<file path="config.mk">
export PLATFORM = sky130hd
export DESIGN_NAME = regfile_wb_arbiter
export DESIGN_NICKNAME = d
export VERILOG_FILES = /design/src/rtl/regfile_wb_arbiter.sv
export SDC_FILE = /design/constraint.sdc
export NUM_CORES = 1
export LEC_CHECK = 0
export CAP_MARGIN = 15
export CORE_MARGIN = 2
export CORE_UTILIZATION = 45
export CTS_BUF_LIST = sky130_fd_sc_hd__clkbuf_8
export DETAILED_ROUTE_END_ITERATION = 8
export PLACE_DENSITY = 0.8
export SETUP_SLACK_MARGIN = 0.05
export SYNTH_ARGS = -nofsm -noshare
export SYNTH_HDL_FRONTEND = slang
export SYNTH_SLANG_ARGS = --single-unit
</file>
<file path="constraint.sdc">
create_clock -name clk -period 3.8 [get_ports clk]
set_input_delay 0.76 -clock clk [delete_from_list [all_inputs] [get_ports clk]]
set_output_delay 0.76 -clock clk [all_outputs]
set_load 0.01 [all_outputs]
</file>
<file path="src/rtl/regfile_wb_arbiter.sv">
// Round-robin write-back arbiter for the register file's single write port,
// plus the pending-write scoreboard used for read-after-write stall decisions.
`default_nettype none

module regfile_wb_arbiter #(
    parameter int NREQ = 3,
    parameter int XLEN = 32
) (
    input  logic                 clk,
    input  logic                 rst,
    input  logic                 rsv_valid,
    input  logic [4:0]           rsv_addr,
    input  logic [NREQ-1:0]      req_valid,
    input  logic [NREQ*5-1:0]    req_addr,
    input  logic [NREQ*XLEN-1:0] req_data,
    output logic [NREQ-1:0]      req_ready,
    output logic                 wb_we,
    output logic [4:0]           wb_addr,
    output logic [XLEN-1:0]      wb_data,
    input  logic [4:0]           q_addr1,
    input  logic [4:0]           q_addr2,
    output logic                 q_busy1,
    output logic                 q_busy2,
    output logic [31:0]          busy_vec,
    output logic                 err
);

    localparam int PW = (NREQ > 1) ? $clog2(NREQ) : 1;

    logic [PW-1:0]   ptr_q, ptr_d;
    logic [31:0]     busy_q, busy_d;
    logic            wb_we_q, wb_we_d;
    logic [4:0]      wb_addr_q, wb_addr_d;
    logic [XLEN-1:0] wb_data_q, wb_data_d;
    logic            err_q, err_d;

    logic            found;
    logic [PW-1:0]   gnt_idx;
    logic [PW:0]     cand_sum;
    logic [PW-1:0]   cand;
    logic [4:0]      sel_addr;
    logic [XLEN-1:0] sel_data;
    logic            dbl_issue;
    logic            unres_wr;

    // Search starts at ptr and wraps; only req_valid participates, never addr/data.
    always_comb begin
        found    = 1'b0;
        gnt_idx  = '0;
        cand_sum = '0;
        cand     = '0;
        for (int k = 0; k < NREQ; k++) begin
            cand_sum = {1'b0, ptr_q} + (PW+1)'(k);
            if (cand_sum >= (PW+1)'(NREQ)) begin
                cand_sum = cand_sum - (PW+1)'(NREQ);
            end
            cand = cand_sum[PW-1:0];
            if (!found && req_valid[cand]) begin
                found   = 1'b1;
                gnt_idx = cand;
            end
        end
        req_ready = '0;
        for (int k = 0; k < NREQ; k++) begin
            req_ready[k] = found && (gnt_idx == PW'(k));
        end
    end

    assign sel_addr = req_addr[int'(gnt_idx)*5 +: 5];
    assign sel_data = req_data[int'(gnt_idx)*XLEN +: XLEN];

    // A reservation colliding with the commit of the same register is legal.
    assign dbl_issue = rsv_valid && (rsv_addr != 5'd0) && busy_q[rsv_addr]
                       && !(wb_we_q && (wb_addr_q == rsv_addr));
    assign unres_wr  = found && (sel_addr != 5'd0) && !busy_q[sel_addr];

    always_comb begin
        ptr_d     = ptr_q;
        wb_we_d   = 1'b0;
        wb_addr_d = wb_addr_q;
        wb_data_d = wb_data_q;
        if (found) begin
            wb_we_d   = (sel_addr != 5'd0);
            wb_addr_d = sel_addr;
            wb_data_d = sel_data;
            ptr_d     = (gnt_idx == PW'(NREQ-1)) ? '0 : gnt_idx + PW'(1);
        end

        busy_d = busy_q;
        if (wb_we_q) begin
            busy_d[wb_addr_q] = 1'b0;
        end
        if (rsv_valid && (rsv_addr != 5'd0)) begin
            busy_d[rsv_addr] = 1'b1;
        end
        busy_d[0] = 1'b0;

        err_d = err_q | dbl_issue | unres_wr;
    end

    always_ff @(posedge clk or negedge rst) begin
        if (!rst) begin
            ptr_q     <= '0;
            busy_q    <= '0;
            wb_we_q   <= 1'b0;
            wb_addr_q <= '0;
            wb_data_q <= '0;
            err_q     <= 1'b0;
        end else begin
            ptr_q     <= ptr_d;
            busy_q    <= busy_d;
            wb_we_q   <= wb_we_d;
            wb_addr_q <= wb_addr_d;
            wb_data_q <= wb_data_d;
            err_q     <= err_d;
        end
    end

    assign wb_we    = wb_we_q;
    assign wb_addr  = wb_addr_q;
    assign wb_data  = wb_data_q;
    assign q_busy1  = busy_q[q_addr1];
    assign q_busy2  = busy_q[q_addr2];
    assign busy_vec = busy_q;
    assign err      = err_q;

endmodule

`default_nettype wire

</file>
* Word level (Yosys, flattened, before mapping) *
Index checks and enable logic that the tools add are counted.
W data, S select, Z words.

operators by class
  shift-type cells = 2
  $add $sub $neg = 6
  equality and inequality tests = 3
  bitwise logic cells = 5
  reduce and logical (&&, ||, !) cells = 20
  order comparisons = 13
  muxes and demuxes = 31
  multipliers = 1

operator list
  operator               number
  $shiftx A96 B8 Y32     1
  $mux W32               2
  $and A32 B32 Y32       1
  $not A32 Y32           1
  $or A32 B32 Y32        1
  $lt A5 B6 Y1 const B   5
  $bmux W1 S5            4
  $shiftx A15 B6 Y5      1
  $mux W2                7
  $logic_and A1 B1 Y1    13
  $mux W1                13
  $demux W1 S5           2
  $ge A5 B1 Y1 const B   2
  $reduce_bool A5 Y1     2
  $lt A2 B3 Y1 const B   3
  $bmux W1 S2            3
  $ge A3 B2 Y1 const B   2
  $sub A2 B2 Y2 const B  3
  $eq A5 B5 Y1           1
  $mul A2 B3 Y5 const B  1
  $logic_not A1 Y1       4
  $add A2 B1 Y3 const B  1
  $add A2 B2 Y3 const B  1
  $add A2 B1 Y2 const B  1
  other kinds (5)        6

storage, ports and cells
  output and inout bits = 76
  word-level logic and storage cells = 87
  register bits = 72

* Longest topological paths before layout *
Gate-level depths: netlist of the first run.

  depth in word-level cells = 18
  mapped depth = 15
  depth with buffers taken out = 11

* Worst setup path after synthesis of the first run *
No wires, ideal clock.

  path kind = input port to output port
  from = input port q_addr1[0]
  to = output port q_busy1
  data required time = 3,040 ps
  cell stages on the path = 4
  buffers on the path = 1
  setup slack = 598 ps
  data arrival time = 2,442 ps
  cell sequence = clkbuf_1 mux4_2 mux4_2 mux2_2

on the way
  longest elaborated chain between the ends = 2

RTL lines
  item                           line  source
  start, declared                20    input logic [4:0] q_addr1,
  $bmux W1 S5                    122   assign q_busy1 = busy_q[q_addr1];
  $mux W1 (not written as such)  122
  end, declared                  22    output logic q_busy1,

No other way between the ends. The select of a mux whose other input is x is not followed.

* Worst setup path after layout of the first run *
  from = input port q_addr2[0]
  to = output port q_busy2

on the way
  longest elaborated chain between the ends = 2

RTL lines
  item                           line  source
  start, declared                21    input logic [4:0] q_addr2,
  $bmux W1 S5                    123   assign q_busy2 = busy_q[q_addr2];
  $mux W1 (not written as such)  123
  end, declared                  23    output logic q_busy2,

No other way between the ends. The select of a mux whose other input is x is not followed.

==> impl_metrics.json, run 1 <==
{
  "hold_slack_ps": 477,
  "antenna_left": 0,
  "tightest_slew_ps": 786,
  "drc": 0,
  "setup_viol": 0,
  "outcome": "complete, no violations",
  "core_area_um2": 11300,
  "nets": 874,
  "arrival_ps": 2950,
  "place.detailed.hpwl_um": 14300,
  "firstDrtPassIters": 6,
  "avgSynthCellArea_um2": 9.88,
  "yosys.area.top_type": "dfrtp_1",
  "synth_warnings": 0,
  "hp-class": "input pin to asynchronous set/reset pin",
  "grt-ovfl-total": 0,
  "diodes": 0,
  "r2r-end": "err",
  "dp_slack_ps": -152,
  "wl_per_cell_um": 20.9,
  "hold_buffers": 0,
  "synthFlopType": "dfrtp_1",
  "globalplace.congestion": 1.01,
  "die_area_um2": 12300,
  "htree_levels": 3,
  "reg2reg_depth": 13,
  "fin_ws_ps": 86.3,
  "max_cap_viol_count": 0,
  "synth_cells": 522,
  "critPathLaunchType": "input pin",
  "p_leak_nw": 3.29,
  "skew_ps": 7.44,
  "antenna_found_initial": 0,
  "max_stage_delay_ps": 510,
  "async_flop_share": 1.00,
  "numCtsBuffers": 9,
  "gr-usage-all-layers": 0.300,
  "post-route-min-period_ps": 3710,
  "rsz0062_at_grt": "true",
  "ys_seq_elements": 72,
  "power_density_nw_per_um2": 977,
  "drt_iter0_drc": 613,
  "grt_pass1_vias": 5442,
  "critPathKind": "input pin to primary output",
  "cts.reportedPaths.clkPinSlew_ps": 90,
  "num_vias": 5363,
  "vias_per_cell": 6.05,
  "cts_tree": "built",
  "crit_required_ps": 3040,
  "slew_viol_final": 0,
  "final_hold_viol_count": 0,
  "core.rowCount": 39,
  "path_cells": "clkdlybuf4s50_1, buf_6, mux4_2, mux4_2, mux2_2, dlygate4sd2_1",
  "crit_slowest_cell": "mux4_2",
  "grt_max_degree": 60,
  "worstSkewPairLatency_ps": 350,
  "irDropWorstVdd_uv": 841,
  "cts_buffer_depth": 2,
  "r2r-start": "ptr_q[1]",
  "ys_seq_area_frac": 0.349,
  "clock-root-buffer": "clkbuf_8",
  "post-route-util": 0.683,
  "slew_headroom": 0.476,
  "path_max_fanout": 9,
  "netlist-cell-type-count": 61,
  "port_buffers": 206,
  "drive_above_1_share": 0.148,
  "synth_enable_flop_cells": 0,
  "setup.worst_path.end_class": "primary output",
  "worst_path_most_repeated_cell": "mux4_2",
  "die_y_um": 111,
  "wl_um": 18500,
  "synth_fp_nets": 658,
  "fmax_ghz": 0.269,
  "final.period_utilization": 0.977,
  "layout_commonest_cell": "clkdlybuf4s50_1",
  "netlist_area_um2": 5160,
  "yosysTopAreaCellShare": 0.349,
  "dieWidth_um": 111,
  "initial_core_util": 0.455,
  "pin_count": 208,
  "cp-startpoint": "q_addr2[0]",
  "r2r_slack_ps": 500,
  "mostFrequentLayoutCells": "200 x clkdlybuf4s50_1, 72 x dfrtp_1, 71 x o21ai_0, 40 x nor2_1, 38 x mux2i_1",
  "grt_first_pass_wirelength_um": 29200,
  "syn_to_final_growth_pct": 49.9,
  "cts.sinks": 72,
  "synthTopCellsByArea": "dfrtp_1 35%, mux4_2 11%, mux2i_1 7.6%"
}
## stage by stage
step / total power [mW] / cell area (µm²) / setup TNS, ps / cells
CTS: 7.50 / 7700 / 0 / 885
global placement: 6.75 / 7500 / -168 / 869
floorplan: 4.75 / 5160 / 0 / 522
finish: 7.56 / 7730 / 0 / 886
detailed placement: 6.90 / 7500 / -273 / 869
global route: 8.06 / 7730 / 0 / 886
## layout make-up
type / instances / area (µm²)
well taps: 143 / 179
clock inverters: 7 / 71.3
multi-input cells: 394 / 3140
repair buffers: 245 / 2360
inverters: 16 / 60.1
clock buffers: 9 / 124
flip-flops and latches: 72 / 1800
fillers: 900 / 3590
## cell usage after synthesis, types with 4 or more instances
cell type and number:
a22oi_1 7, nand3b_1 15, o21ai_0 72, dfrtp_1 72, ha_1 4, xor2_1 4, a211oi_1 31, or3b_2 4
clkbuf_1 24, nor2_1 40, o211ai_1 13, a21oi_1 11, inv_1 16, nand3_1 5, mux2i_1 39, a21o_1 29
buf_2 7, buf_1 5, o22ai_1 6, nand2_1 16, nand2b_1 11, mux2_2 9, mux4_2 25
## report_power, final
group	switching (mW)	internal, mW	total (mW)
clock	0.325	0.256	0.581
sequential	0.554	1.19	1.74
combinational	2.59	2.64	5.23
## cell families (layout without fill, tap and decap cells)
| kind of cell | count (synthesis) | in the layout | synth area share |
|---|---|---|---|
| buf+inv | 56 | 277 | 0.0476 |
| simple gates | 112 | 112 | 0.117 |
| xor+xnor | 5 | 5 | 0.00849 |
| compound gates | 197 | 197 | 0.257 |
| fa+ha+maj | 4 | 4 | 0.00971 |
| mux | 75 | 75 | 0.210 |
| flops | 72 | 72 | 0.349 |
| other cells | 1 | 1 | 0.000727 |
## metal layers
layer | vias up | global-route usage | part of all wire | wire length, µm
met3 | 68 | 0.0443 | 0.086 | 1590
met5 | - | 0 | 0 | 0
li1 | 2411 | - | - | -
met1 | 2573 | 0.391 | 0.38 | 6980
met4 | 0 | 0.127 | 0.041 | 755
met2 | 311 | 0.502 | 0.50 | 9200
## state kept, by name, indices dropped and copies added, names as in the netlist
register  count
wb_data      32
busy_vec     31
wb_addr       5
ptr_q         2
err           1
wb_we         1
## worst max-delay path, delay by kind of cell
kind,cells,cell delay (ps)
multiplexers,3,1260
buffers and inverters,3,930
## how the worst max path moves through the flow
stage / to / slack, ps
3_3_place_gp: q_busy2 / -100
6_report: q_busy2 / 90
3_5_place_dp: q_busy2 / -150
5_1_grt: req_ready[0] / 9
2_1_floorplan: q_busy1 / 600
4_1_cts: req_ready[0] / 50
## what timing repair did
action	in CTS	in global routing
buffers inserted	0	1
endpoints found under the setup margin	4	5
resized for setup	5	7
No activity file was read; power rests on OpenSTA's default activity.
==> run 2: changes to the inputs <==
--- a/config.mk
+++ b/config.mk
@@ -7,10 +7,10 @@
 export LEC_CHECK = 0
 export CAP_MARGIN = 15
 export CORE_MARGIN = 2
-export CORE_UTILIZATION = 45
+export CORE_UTILIZATION = 30
 export CTS_BUF_LIST = sky130_fd_sc_hd__clkbuf_8
 export DETAILED_ROUTE_END_ITERATION = 8
-export PLACE_DENSITY = 0.8
+export PLACE_DENSITY = 0.58
 export SETUP_SLACK_MARGIN = 0.05
 export SYNTH_ARGS = -nofsm -noshare
 export SYNTH_HDL_FRONTEND = slang
==> constraint.sdc (replaced) <==
create_clock -name clk -period 3.3 [get_ports clk]
set_input_delay 0.66 -clock clk [delete_from_list [all_inputs] [get_ports clk]]
set_output_delay 0.66 -clock clk [all_outputs]
set_load 0.01 [all_outputs]
==> impl_metrics.json, run 2 (synthesis gave the netlist of run 1 again) <==
{
  "outcome": "complete, no violations",
  "fmax_ghz": 0.318,
  "layout_commonest_cell": "clkdlybuf4s50_1",
  "worst_path_most_repeated_cell": "buf_4",
  "setup_tns_ps": 0,
  "p_total_mw": 9.59,
  "rsz0062_at_grt": "false",
  "power_density_nw_per_um2": 1160,
  "critPathKind": "flop to primary output",
  "stdcell_area_um2": 8250,
  "antenna_left": 0,
  "numCtsBuffers": 9,
  "largest_register_ffs": 32,
  "die_y_um": 135,
  "wl_um": 20400,
  "mostFrequentLayoutCells": "193 x clkdlybuf4s50_1, 72 x o21ai_0, 72 x dfrtp_1, 62 x buf_4, 40 x nor2_1",
  "nets": 902,
  "r2r-end": "err",
  "globalplace.congestion": 0.952,
  "cts.sinks": 72,
  "setup.worst_path.end_class": "primary output",
  "vias_per_cell": 5.50,
  "path_buf_inv": 3,
  "die_area_um2": 18300,
  "port_buffers": 206,
  "drc": 0,
  "place.detailed.hpwl_um": 15800,
  "initial_core_util": 0.309,
  "max_cap_viol_count": 0,
  "grt_first_pass_wirelength_um": 31400,
  "tightest_slew_ps": 840,
  "path_max_fanout": 7,
  "drt_iter0_drc": 384,
  "pin_count": 208,
  "cts_tree": "built",
  "slew_viol_final": 0,
  "place_area_um2": 7830,
  "core_area_um2": 16700,
  "r2r_slack_ps": 250,
  "firstDrtPassIters": 5,
  "critPathLaunchType": "flop",
  "grt_max_degree": 65,
  "final.period_utilization": 0.954,
  "p_leak_nw": 3.52,
  "crit_required_ps": 2640,
  "grt_pass1_vias": 5581,
  "drive_above_1_share": 0.193,
  "gr-usage-all-layers": 0.224,
  "hold_slack_ps": 393,
  "crit_family": "buffers and inverters",
  "cts.reportedPaths.clkPinSlew_ps": 80,
  "num_vias": 5450,
  "arrival_ps": 2490,
  "diodes": 0,
  "post-route-min-period_ps": 3150,
  "crit_slowest_cell": "dfrtp_1",
  "antenna_found_initial": 0,
  "path_cells": "buf_4, ha_1, nand2b_1, mux2_4, buf_4, nand2_1, o22ai_1, a31oi_2, clkdlybuf4s15_1",
  "num-fill-cells": 1564,
  "core.rowCount": 47,
  "wl_per_cell_um": 20.5,
  "worstSkewPairLatency_ps": 360,
  "max_stage_delay_ps": 390,
  "irDropWorstVdd_uv": 485,
  "syn_to_final_growth_pct": 60.1,
  "dieWidth_um": 135,
  "final_hold_viol_count": 0,
  "cts_buffer_depth": 2,
  "clock-root-buffer": "clkbuf_8",
  "hp-class": "input pin to asynchronous set/reset pin",
  "grt-ovfl-total": 0,
  "reg2reg_depth": 12,
  "r2r-start": "ptr_q[0]",
  "slew_headroom": 0.440,
  "htree_levels": 3,
  "skew_ps": 14.1,
  "setup_viol": 0
}
==> run 2: cell count changes in the layout (fill, tap and decap cells not counted), moves of 3 or more <==
cell,previous run,this run
buf_4,37,62
inv_6,3,0
clkdlybuf4s50_1,200,193
mux2i_4,0,3
bufinv_16,0,5
buf_12,0,3
==> run 2: metrics by stage <==
stage | utilization | setup WS [ps] | std cells
2_1_floorplan | - | 298 | 522
3_3_place_gp | 0.469 | -380 | 972
3_5_place_dp | 0.469 | -418 | 972
4_1_cts | 0.490 | 33.3 | 989
5_1_grt | 0.494 | 50.5 | 991
6_report | 0.494 | 151 | 991
==> run 2: how the worst max path moves through the flow <==
stage                           from           end  slack [ps]  cells past startpoint
after global placement    q_addr1[0]       q_busy1        -380                      6
final                       ptr_q[0]  req_ready[1]         150                      9
after CTS                   ptr_q[0]  req_ready[2]          30                      9
after floorplan           q_addr1[0]       q_busy1         300                      4
after global routing        ptr_q[0]  req_ready[1]          50                      9
after detailed placement  q_addr1[0]       q_busy1        -420                      6
==> run 2: metal layers <==
layer  share of wire  up-vias  GRT usage
met1            0.40     2690      0.288
met3           0.081       32     0.0571
met5               0        -          0
met4           0.018        0     0.0700
li1                -     2474          -
met2            0.50      254      0.373
==> run 2: where the power goes <==
group / internal, mW / switching (mW)
logic: 3.44 / 3.12
registers: 1.37 / 0.630
clock network: 0.697 / 0.337
total: 5.51 / 4.08
==> run 2: final cells by class <==
| class | count | area (µm²) | share of cell area |
|---|---|---|---|
| Multi-Input combinational cell | 394 | 3210 | 0.389 |
| Timing Repair Buffer | 273 | 2600 | 0.315 |
| Sequential cell | 72 | 1800 | 0.218 |
| Tap cell | 220 | 275 | 0.0334 |
| Clock buffer | 11 | 151 | 0.0183 |
| Clock inverter | 5 | 150 | 0.0182 |
| Inverter | 16 | 60.1 | 0.00728 |
==> run 2: what timing repair did <==
item,in CTS,in global routing
gates resized for setup,29,16
hold buffers,0,0
setup buffers,1,2
endpoints found under the hold margin,0,0
cloned,0,0
setup endpoints to repair,6,6
pin swaps,0,1
==> run 3: changes to the inputs <==
==> constraint.sdc (replaced) <==
create_clock -name clk -period 2.8 [get_ports clk]
set_input_delay 0.56 -clock clk [delete_from_list [all_inputs] [get_ports clk]]
set_output_delay 0.56 -clock clk [all_outputs]
set_load 0.01 [all_outputs]
==> impl_metrics.json, run 3 (synthesis gave the netlist of run 1 again) <==
{
  "crit_family": "compound AO/OA/AOI/OAI gates",
  "grt_first_pass_wirelength_um": 34800,
  "dp.cells": 1004,
  "drc": 0,
  "p_total_mw": 12.8,
  "dieWidth_um": 135,
  "slew_viol_final": 0,
  "violations": "negative setup slack",
  "globalplace.congestion": 1.00,
  "setup_tns_ps": -394,
  "skew_ps": 11.1,
  "layout_commonest_cell": "clkdlybuf4s50_1",
  "port_buffers": 206,
  "power_density_nw_per_um2": 1440,
  "cts.sinks": 72,
  "vias_per_cell": 5.50,
  "firstDrtPassIters": 6,
  "fin_ws_ps": -144,
  "htree_levels": 3,
  "num_vias": 5761,
  "setup_viol": 4,
  "largest_register_ffs": 32,
  "num-fill-cells": 1530,
  "core_area_um2": 16700,
  "path_buf_inv": 4,
  "post-route-min-period_ps": 2940,
  "max_cap_viol_count": 0,
  "critPathKind": "flop to flop",
  "final_hold_viol_count": 0,
  "cts_tree": "built",
  "nets": 960,
  "numCtsBuffers": 9,
  "crit_slowest_cell": "dfrtp_1",
  "irDropWorstVdd_uv": 573,
  "grt_max_degree": 63,
  "max_stage_delay_ps": 430,
  "core.rowCount": 47,
  "fin_cells": 1047,
  "die_y_um": 135,
  "place.detailed.hpwl_um": 17500,
  "wl_per_cell_um": 21.7,
  "mostFrequentLayoutCells": "193 x clkdlybuf4s50_1, 101 x buf_4, 69 x o21ai_0, 67 x dfrtp_1, 38 x nor2_1",
  "antenna_found_initial": 0,
  "hp-class": "input pin to asynchronous set/reset pin",
  "pin_count": 208,
  "syn_to_final_growth_pct": 72.2,
  "grt_pass1_vias": 6064,
  "cts_buffer_depth": 2,
  "post-route-util": 0.532,
  "setup.worst_path.end_class": "flop",
  "crit_required_ps": 3000,
  "multiInputGateArea_um2": 3440,
  "outcome": "finished with violations",
  "fmax_ghz": 0.340,
  "grt-ovfl-total": 0,
  "arrival_ps": 3150,
  "drt_iter0_drc": 424,
  "initial_core_util": 0.309,
  "p_leak_nw": 3.83,
  "dp_slack_ps": -720,
  "worstSkewPairLatency_ps": 360,
  "antenna_left": 0,
  "worst_path_most_repeated_cell": "buf_6",
  "gr-usage-all-layers": 0.252,
  "clock-root-buffer": "clkbuf_8",
  "diodes": 0,
  "path_cells": "inv_2, ha_4, buf_6, mux2i_4, o221a_4, buf_6, buf_4, o21bai_1, o31a_1, nand2b_4, a21oi_2, nor4_2, o221ai_1",
  "path_max_fanout": 6,
  "wl_um": 22700,
  "die_area_um2": 18300,
  "rsz0062_at_grt": "true",
  "cts.reportedPaths.clkPinSlew_ps": 70,
  "critPathLaunchType": "flop",
  "drive_above_1_share": 0.291,
  "final.period_utilization": 1.05,
  "regArea_um2": 1810
}
run 3: cell types whose count changed in the layout (fill, tap and decap cells not counted), sizes merged:
cell | before | now
clkinv | 0 | 1
buf | 71 | 132
o21a | 3 | 4
clkbuf | 11 | 12
bufinv | 5 | 1
clkinvlp | 0 | 1
dlygate4sd2 | 5 | 3
dlymetal6s2s | 3 | 0
run 3: final cells by class:
| class | instances | area share |
|---|---|---|
| clock inverter | 3 | 0.00479 |
| clock buffer | 11 | 0.0171 |
| sequential | 72 | 0.204 |
| tap | 220 | 0.0310 |
| inverter | 16 | 0.00676 |
| multi-input combinational | 395 | 0.387 |
| timing repair buffer | 330 | 0.350 |
run 3: final timing paths:
check / from / end / slack (ps) / cells past startpoint
max: ptr_q[0] / err / -140 / 13
min: rst / wb_data[23] / 70 / 1
max reg2reg: ptr_q[0] / err / -140 / 13
min reg2reg: wb_data[29] / wb_data[29] / 480 / 1
max in group asynchronous: rst / ptr_q[0] / 2100 / 2
min in group clk: wb_data[29] / wb_data[29] / 480 / 1
run 3: repair_timing:
action                                  CTS  global route
gates resized for setup                  93            27
cloned                                    1             0
hold buffers                              0             0
endpoints found under the setup margin   24            25
pin swaps                                17             8
setup buffers                            20            10
run 3: stage by stage:
step | hold WS [ps] | instance area (µm²)
after floorplan | 264 | 5220
after detailed placement | 453 | 8120
after global routing | 68.0 | 8880
after CTS | 62.3 | 8730
after global placement | 445 | 8120
final | 74.0 | 8880
run 3: layer usage:
layer / wire length, µm / GRT usage
met5: 0 / 0
met3: 1810 / 0.0608
met4: 589 / 0.0828
met1: 9210 / 0.325
met2: 11100 / 0.417
run 3: where the power goes:
| part | leakage, nW | switching (mW) | internal (mW) |
|---|---|---|---|
| clock network | 0.0973 | 0.370 | 0.448 |
| logic | 2.90 | 4.51 | 5.20 |
| registers | 0.826 | 0.646 | 1.62 |
